==> src/rtl/hamming_enc_sched_if.sv <==
// hamming_enc_sched_if
//   Bundles the requester handshake, shift enable and serial/codeword
//   outputs of the Hamming(15,11) transmit scheduler.
//   master : requester/sink side (drives en, req0/1, data0/1)
//   slave  : scheduler side (drives ack0/1, ser_bit, ser_valid, cw_out,
//            write, busy)
interface hamming_enc_sched_if;
   logic        en;
   logic        req0;
   logic        req1;
   logic [10:0] data0;
   logic [10:0] data1;
   logic        ack0;
   logic        ack1;
   logic        ser_bit;
   logic        ser_valid;
   logic [14:0] cw_out;
   logic        write;
   logic        busy;

   modport master (
      output en, req0, req1, data0, data1,
      input  ack0, ack1, ser_bit, ser_valid, cw_out, write, busy
   );

   modport slave (
      input  en, req0, req1, data0, data1,
      output ack0, ack1, ser_bit, ser_valid, cw_out, write, busy
   );
endinterface

==> src/rtl/hamming_enc_sched.sv <==
// hamming_enc_sched
//   Round-robin scheduler and serializer for the Hamming(15,11) transmit
//   path. A granted 11-bit word is encoded (even parity at positions
//   1, 2, 4, 8) into cw_out and shifted out LSB (position 1) first under a
//   15-step counter; write pulses with the last bit.
// Ports
//   clk   : rising-edge clock
//   reset : asynchronous, active-high
//   bus   : hamming_enc_sched_if.slave
//           en (shift enable), req0/req1 + data0/data1 (requesters),
//           ack0/ack1 (registered grant pulse), ser_bit/ser_valid,
//           cw_out (bit i = code position i+1), write, busy
module hamming_enc_sched (
   input  logic                      clk,
   input  logic                      reset,
   hamming_enc_sched_if.slave        bus
);

   typedef enum logic {IDLE, SHIFT} state_t;

   state_t      r_state;
   state_t      w_state_nxt;
   logic [3:0]  r_cnt;
   logic [3:0]  w_cnt_nxt;
   logic        r_last;
   logic [14:0] r_cw;
   logic        r_ack0;
   logic        r_ack1;

   logic        w_capture;
   logic        w_gnt1;
   logic        w_ser_bit;
   logic        w_ser_valid;
   logic        w_write;
   logic        w_busy;
   logic [10:0] w_data;

   // Codeword layout {pos15..pos1}: data fills the non-power-of-two slots.
   function automatic logic [14:0] encode(input logic [10:0] d);
      logic p1, p2, p4, p8;
      p1 = d[0] ^ d[1] ^ d[3] ^ d[4] ^ d[6] ^ d[8] ^ d[10];
      p2 = d[0] ^ d[2] ^ d[3] ^ d[5] ^ d[6] ^ d[9] ^ d[10];
      p4 = d[1] ^ d[2] ^ d[3] ^ d[7] ^ d[8] ^ d[9] ^ d[10];
      p8 = d[4] ^ d[5] ^ d[6] ^ d[7] ^ d[8] ^ d[9] ^ d[10];
      return {d[10:4], p8, d[3:1], p4, d[0], p2, p1};
   endfunction

   // Requester 1 wins when alone, or when both ask and 1 was not last.
   assign w_gnt1 = bus.req1 & (~bus.req0 | ~r_last);
   assign w_data = w_gnt1 ? bus.data1 : bus.data0;

   always_comb begin
      w_state_nxt = r_state;
      w_cnt_nxt   = r_cnt;
      w_capture   = 1'b0;
      w_ser_bit   = 1'b0;
      w_ser_valid = 1'b0;
      w_write     = 1'b0;
      w_busy      = 1'b0;
      case (r_state)
         IDLE: begin
            if (bus.req0 | bus.req1) begin
               w_capture   = 1'b1;
               w_cnt_nxt   = '0;
               w_state_nxt = SHIFT;
            end
         end
         SHIFT: begin
            w_busy      = 1'b1;
            w_ser_valid = bus.en;
            w_ser_bit   = r_cw[r_cnt];
            if (bus.en) begin
               if (r_cnt == 4'd14) begin
                  w_write     = 1'b1;
                  w_cnt_nxt   = '0;
                  w_state_nxt = IDLE;
               end else begin
                  w_cnt_nxt = r_cnt + 4'd1;
               end
            end
         end
         default: w_state_nxt = IDLE;
      endcase
   end

   always_ff @(posedge clk or posedge reset) begin
      if (reset) begin
         r_state <= IDLE;
         r_cnt   <= '0;
         r_last  <= 1'b1;
         r_cw    <= '0;
         r_ack0  <= 1'b0;
         r_ack1  <= 1'b0;
      end else begin
         r_state <= w_state_nxt;
         r_cnt   <= w_cnt_nxt;
         r_ack0  <= w_capture & ~w_gnt1;
         r_ack1  <= w_capture & w_gnt1;
         if (w_capture) begin
            r_last <= w_gnt1;
            r_cw   <= encode(w_data);
         end
      end
   end

   assign bus.ack0      = r_ack0;
   assign bus.ack1      = r_ack1;
   assign bus.cw_out    = r_cw;
   assign bus.ser_bit   = w_ser_bit;
   assign bus.ser_valid = w_ser_valid;
   assign bus.write     = w_write;
   assign bus.busy      = w_busy;

endmodule

==> src/flat_wrapper.sv <==
// flat-port wrapper written by rule: the top's interface ports become plain ports
module hamming_enc_sched_flat 
  (clk, reset, bus_en, bus_req0, bus_req1, bus_data0, bus_data1, bus_ack0, bus_ack1, bus_ser_bit, bus_ser_valid, bus_cw_out, bus_write, bus_busy);
  hamming_enc_sched_if bus_i ();
  input  logic clk;
  input  logic reset;
  input wire logic [$bits(bus_i.en)-1:0] bus_en;
  input wire logic [$bits(bus_i.req0)-1:0] bus_req0;
  input wire logic [$bits(bus_i.req1)-1:0] bus_req1;
  input wire logic [$bits(bus_i.data0)-1:0] bus_data0;
  input wire logic [$bits(bus_i.data1)-1:0] bus_data1;
  output wire logic [$bits(bus_i.ack0)-1:0] bus_ack0;
  output wire logic [$bits(bus_i.ack1)-1:0] bus_ack1;
  output wire logic [$bits(bus_i.ser_bit)-1:0] bus_ser_bit;
  output wire logic [$bits(bus_i.ser_valid)-1:0] bus_ser_valid;
  output wire logic [$bits(bus_i.cw_out)-1:0] bus_cw_out;
  output wire logic [$bits(bus_i.write)-1:0] bus_write;
  output wire logic [$bits(bus_i.busy)-1:0] bus_busy;
  assign bus_i.en = bus_en;
  assign bus_i.req0 = bus_req0;
  assign bus_i.req1 = bus_req1;
  assign bus_i.data0 = bus_data0;
  assign bus_i.data1 = bus_data1;
  assign bus_ack0 = bus_i.ack0;
  assign bus_ack1 = bus_i.ack1;
  assign bus_ser_bit = bus_i.ser_bit;
  assign bus_ser_valid = bus_i.ser_valid;
  assign bus_cw_out = bus_i.cw_out;
  assign bus_write = bus_i.write;
  assign bus_busy = bus_i.busy;
  hamming_enc_sched u_core (.clk(clk), .reset(reset), .bus(bus_i));
endmodule
==> config.mk <==
export PLATFORM = sky130hd
export DESIGN_NAME = hamming_enc_sched_flat
export DESIGN_NICKNAME = d
export VERILOG_FILES = /design/src/rtl/hamming_enc_sched_if.sv /design/src/rtl/hamming_enc_sched.sv /design/src/flat_wrapper.sv
export SDC_FILE = /design/constraint.sdc
export NUM_CORES = 1
export LEC_CHECK = 0
export CAP_MARGIN = 10
export CORE_MARGIN = 2
export CORE_UTILIZATION = 43
export DETAILED_ROUTE_END_ITERATION = 16
export GPL_ROUTABILITY_DRIVEN = 0
export PLACE_DENSITY = 0.84
export SLEW_MARGIN = 25
export SYNTH_ARGS = -nofsm -noshare
export SYNTH_HDL_FRONTEND = slang
export SYNTH_SLANG_ARGS = --single-unit
==> constraint.sdc <==
create_clock -name clk -period 2.1 [get_ports clk]
set_input_delay 0.315 -clock clk [delete_from_list [all_inputs] [get_ports clk]]
set_output_delay 0.315 -clock clk [all_outputs]
set_load 0.01 [all_outputs]
==> flow_summary_export.csv <==
group,metric,value,unit
detailed_routing,ant_nets,0,
layout,syn2layout_area_growth,46.5,%
place,pre_cts_ws,-0.319,ns
detailed_routing,vias,1290,
clock_tree,clock-sinks,23,
layout,stdcell_count,257,
sta,hold_violations,0,
layout,layout.nets,241,
place,io_buffers,47,
synthesis,ys_types,28,
clock_tree,cts.clk_slew.worst_paths,0.11,ns
critical_path,required,1.78,ns
run,drv_cap,0,
run_status,violations,"negative setup slack",
run_status,status,"finished, violations left",
sta,final.min_clock_period,2.30,ns
sta,slew-limit-headroom,0.748,
power_and_ir_drop,powerDensity,728,nW/um^2
die,core,3360,sq um
detailed_routing,dr.pass1.iters,4,
detailed_routing,drt-initial-drc-count,20,
die,ios,48,
detailed_routing,post_drt_wl_per_cell,14.5,microns
clock_tree,cts_root_buf,"clkbuf_4",
clock_tree,cts_hold_buffers,0,
clock_tree,cts_buffers,3,
sta,finalCritPeriodShare,1.10,
global_route,antenna_found_initial,0,
global_route,grt_pass1_wl,6150,microns
layout,final_common_cell,"clkdlybuf4s50_1",
die,row_count,21,
critical_path,r2r_slack,0.53,ns
synthesis,ys_warn_count,0,
sta,rsz0062_at_grt,"yes",
place,hpwlAfterDp,3100,microns
die,die_x,63.5,microns
synthesis,syn_nets,174,
synthesis,synth-async-reset-ratio,1.00,
sta,clock_skew,0.00248,ns
critical_path,crit_path_end_kind,"primary output",
detailed_routing,drc,0,
layout,layout_common_cells,"clkdlybuf4s50_1, o21ai_0, buf_4, dfrtp_1, nand2_1",
layout,fill_cells,290,
sta,maxSlewViolCount,0,
sta,timing.fmax,434,MHz
clock_tree,clkLatencyLatePin,0.31,ns
worst_hold_path,min_path_type,"primary input to asynchronous set/reset pin",
die,dieArea,4030,sq um
sta,timing.hold.ws,0.324,ns
global_route,grt.overflow.total,0,
layout,drive_gt1_frac,0.185,
sta,finalSetupViolations,1,
power_and_ir_drop,irDropWorstVdd,0.226,mV
global_route,grt_max_degree,32,
synthesis,synth_edf_count,0,
die,die_h,63.5,microns
critical_path,crit_type,"flip-flop to primary output",
place,dp.cells,253,
global_route,grtUsageTotal,0.196,
die,start_util,0.452,
synthesis,avgSynthCellArea,10.5,sq um
critical_path,cp.arrival,1.99,ns
sta,worstMarginPinSlew,0.367,ns
power_and_ir_drop,leakage,0.993,nW
detailed_routing,avgViaCountPerCell,5.02,
clock_tree,cts_tree,"yes",
synthesis,synthFlopType,"dfrtp_1",
clock_tree,clockBufferDepth,2,
synthesis,syn_inst,145,
global_route,grt_pass1_vias,1419,
detailed_routing,routed_wl,3720,microns
synthesis,ys_seq_area_frac,0.379,
synthesis,ys_ff_latch,23,
critical_path,start_kind,"flip-flop",
sta,setup_slack,-0.204,ns
critical_path,cp_max_fo,6,
synthesis,syn_area,1520,sq um
layout,diodes,0,
clock_tree,h-tree-depth,1,
## logic make-up after synthesis
logic type      after synthesis  share of synthesized area
simple gates                 32                     0.0896
buf+inv                      10                     0.0312
xor+xnor                     30                      0.209
fa+ha+maj                     2                     0.0164
mux                          20                      0.172
flops                        23                      0.379
compound gates               28                      0.103
## what timing repair did
action / in CTS / in global routing
resized for setup: 9 / 6
pin swaps: 1 / 0
buffers inserted: 0 / 0
endpoints found under the setup margin: 2 / 2
## area by class of cell
cell class / count / area (sq um) / share of cell area
clock buffers: 4 / 26.3 / 0.0118
inverters: 3 / 11.3 / 0.00505
multi-input cells: 112 / 906 / 0.407
flip-flops and latches: 23 / 578 / 0.259
well taps: 46 / 57.6 / 0.0258
repair buffers: 69 / 649 / 0.291
## Yosys cell counts, types with 2 or more instances
cell | instances | share of area
dfrtp_1 | 22 | 0.36
o21ai_0 | 22 | 0.072
nand2_1 | 20 | 0.049
xnor2_1 | 18 | 0.10
mux2i_1 | 16 | 0.11
xor2_1 | 8 | 0.046
nor2_1 | 5 | 0.012
clkbuf_1 | 4 | 0.0099
xnor3_1 | 4 | 0.059
inv_1 | 3 | 0.0074
mux4_1 | 3 | 0.052
and2_1 | 2 | 0.0082
buf_2 | 2 | 0.0066
ha_1 | 2 | 0.016
## sequential cells by signal, indices dropped and copies added (netlist names)
register	count
u_core.bus.ack0	1
u_core.bus.ack1	1
u_core.bus.cw_out	15
u_core.r_cnt	4
u_core.r_last	1
u_core.r_state	1
## through the flow
stage	instance area [sq um]	TNS (ns)	power, mW	utilization
after floorplan	1520	0	1.00	-
after global placement	2200	-0.304	1.35	0.654
after detailed placement	2200	-0.319	1.40	0.654
after CTS	2210	-0.231	1.59	0.657
after global routing	2230	-0.275	1.72	0.663
final	2230	-0.204	1.62	0.663
## worst paths after layout
| path | from | end | depth (start not counted) |
|---|---|---|---|
| setup / recovery | u_core.r_cnt[0] | bus_ser_bit | 4 |
| min in group clk | u_core.r_last | u_core.r_last | 1 |
| hold reg to reg | u_core.r_last | u_core.r_last | 1 |
| hold / removal | reset | u_core.r_cnt[2] | 3 |
| max in group asynchronous | reset | u_core.r_last | 3 |
| setup reg to reg | u_core.r_last | u_core.bus.cw_out[7] | 6 |
## critical path: stages, from the launching register on
cell     delay, ns
dfrtp_2       0.45
mux4_2        0.51
mux4_2        0.45
and2_4        0.15
buf_6         0.11
## power by group
part	internal, mW	switching (mW)	total [mW]
Combinational	0.499	0.318	0.817
Sequential	0.525	0.0833	0.608
Clock	0.0742	0.123	0.197
Total	1.10	0.524	1.62
## per-layer routing
metal / wire length (microns) / vias to the layer above / track usage
met2: 2050 / 43 / 0.389
met4: 63 / 0 / 0.0788
met3: 177 / 6 / 0.0232
met1: 1420 / 607 / 0.204
met5: 0 / - / 0
li1: - / 634 / -
Note: power is estimated with default switching activity, not from simulation.
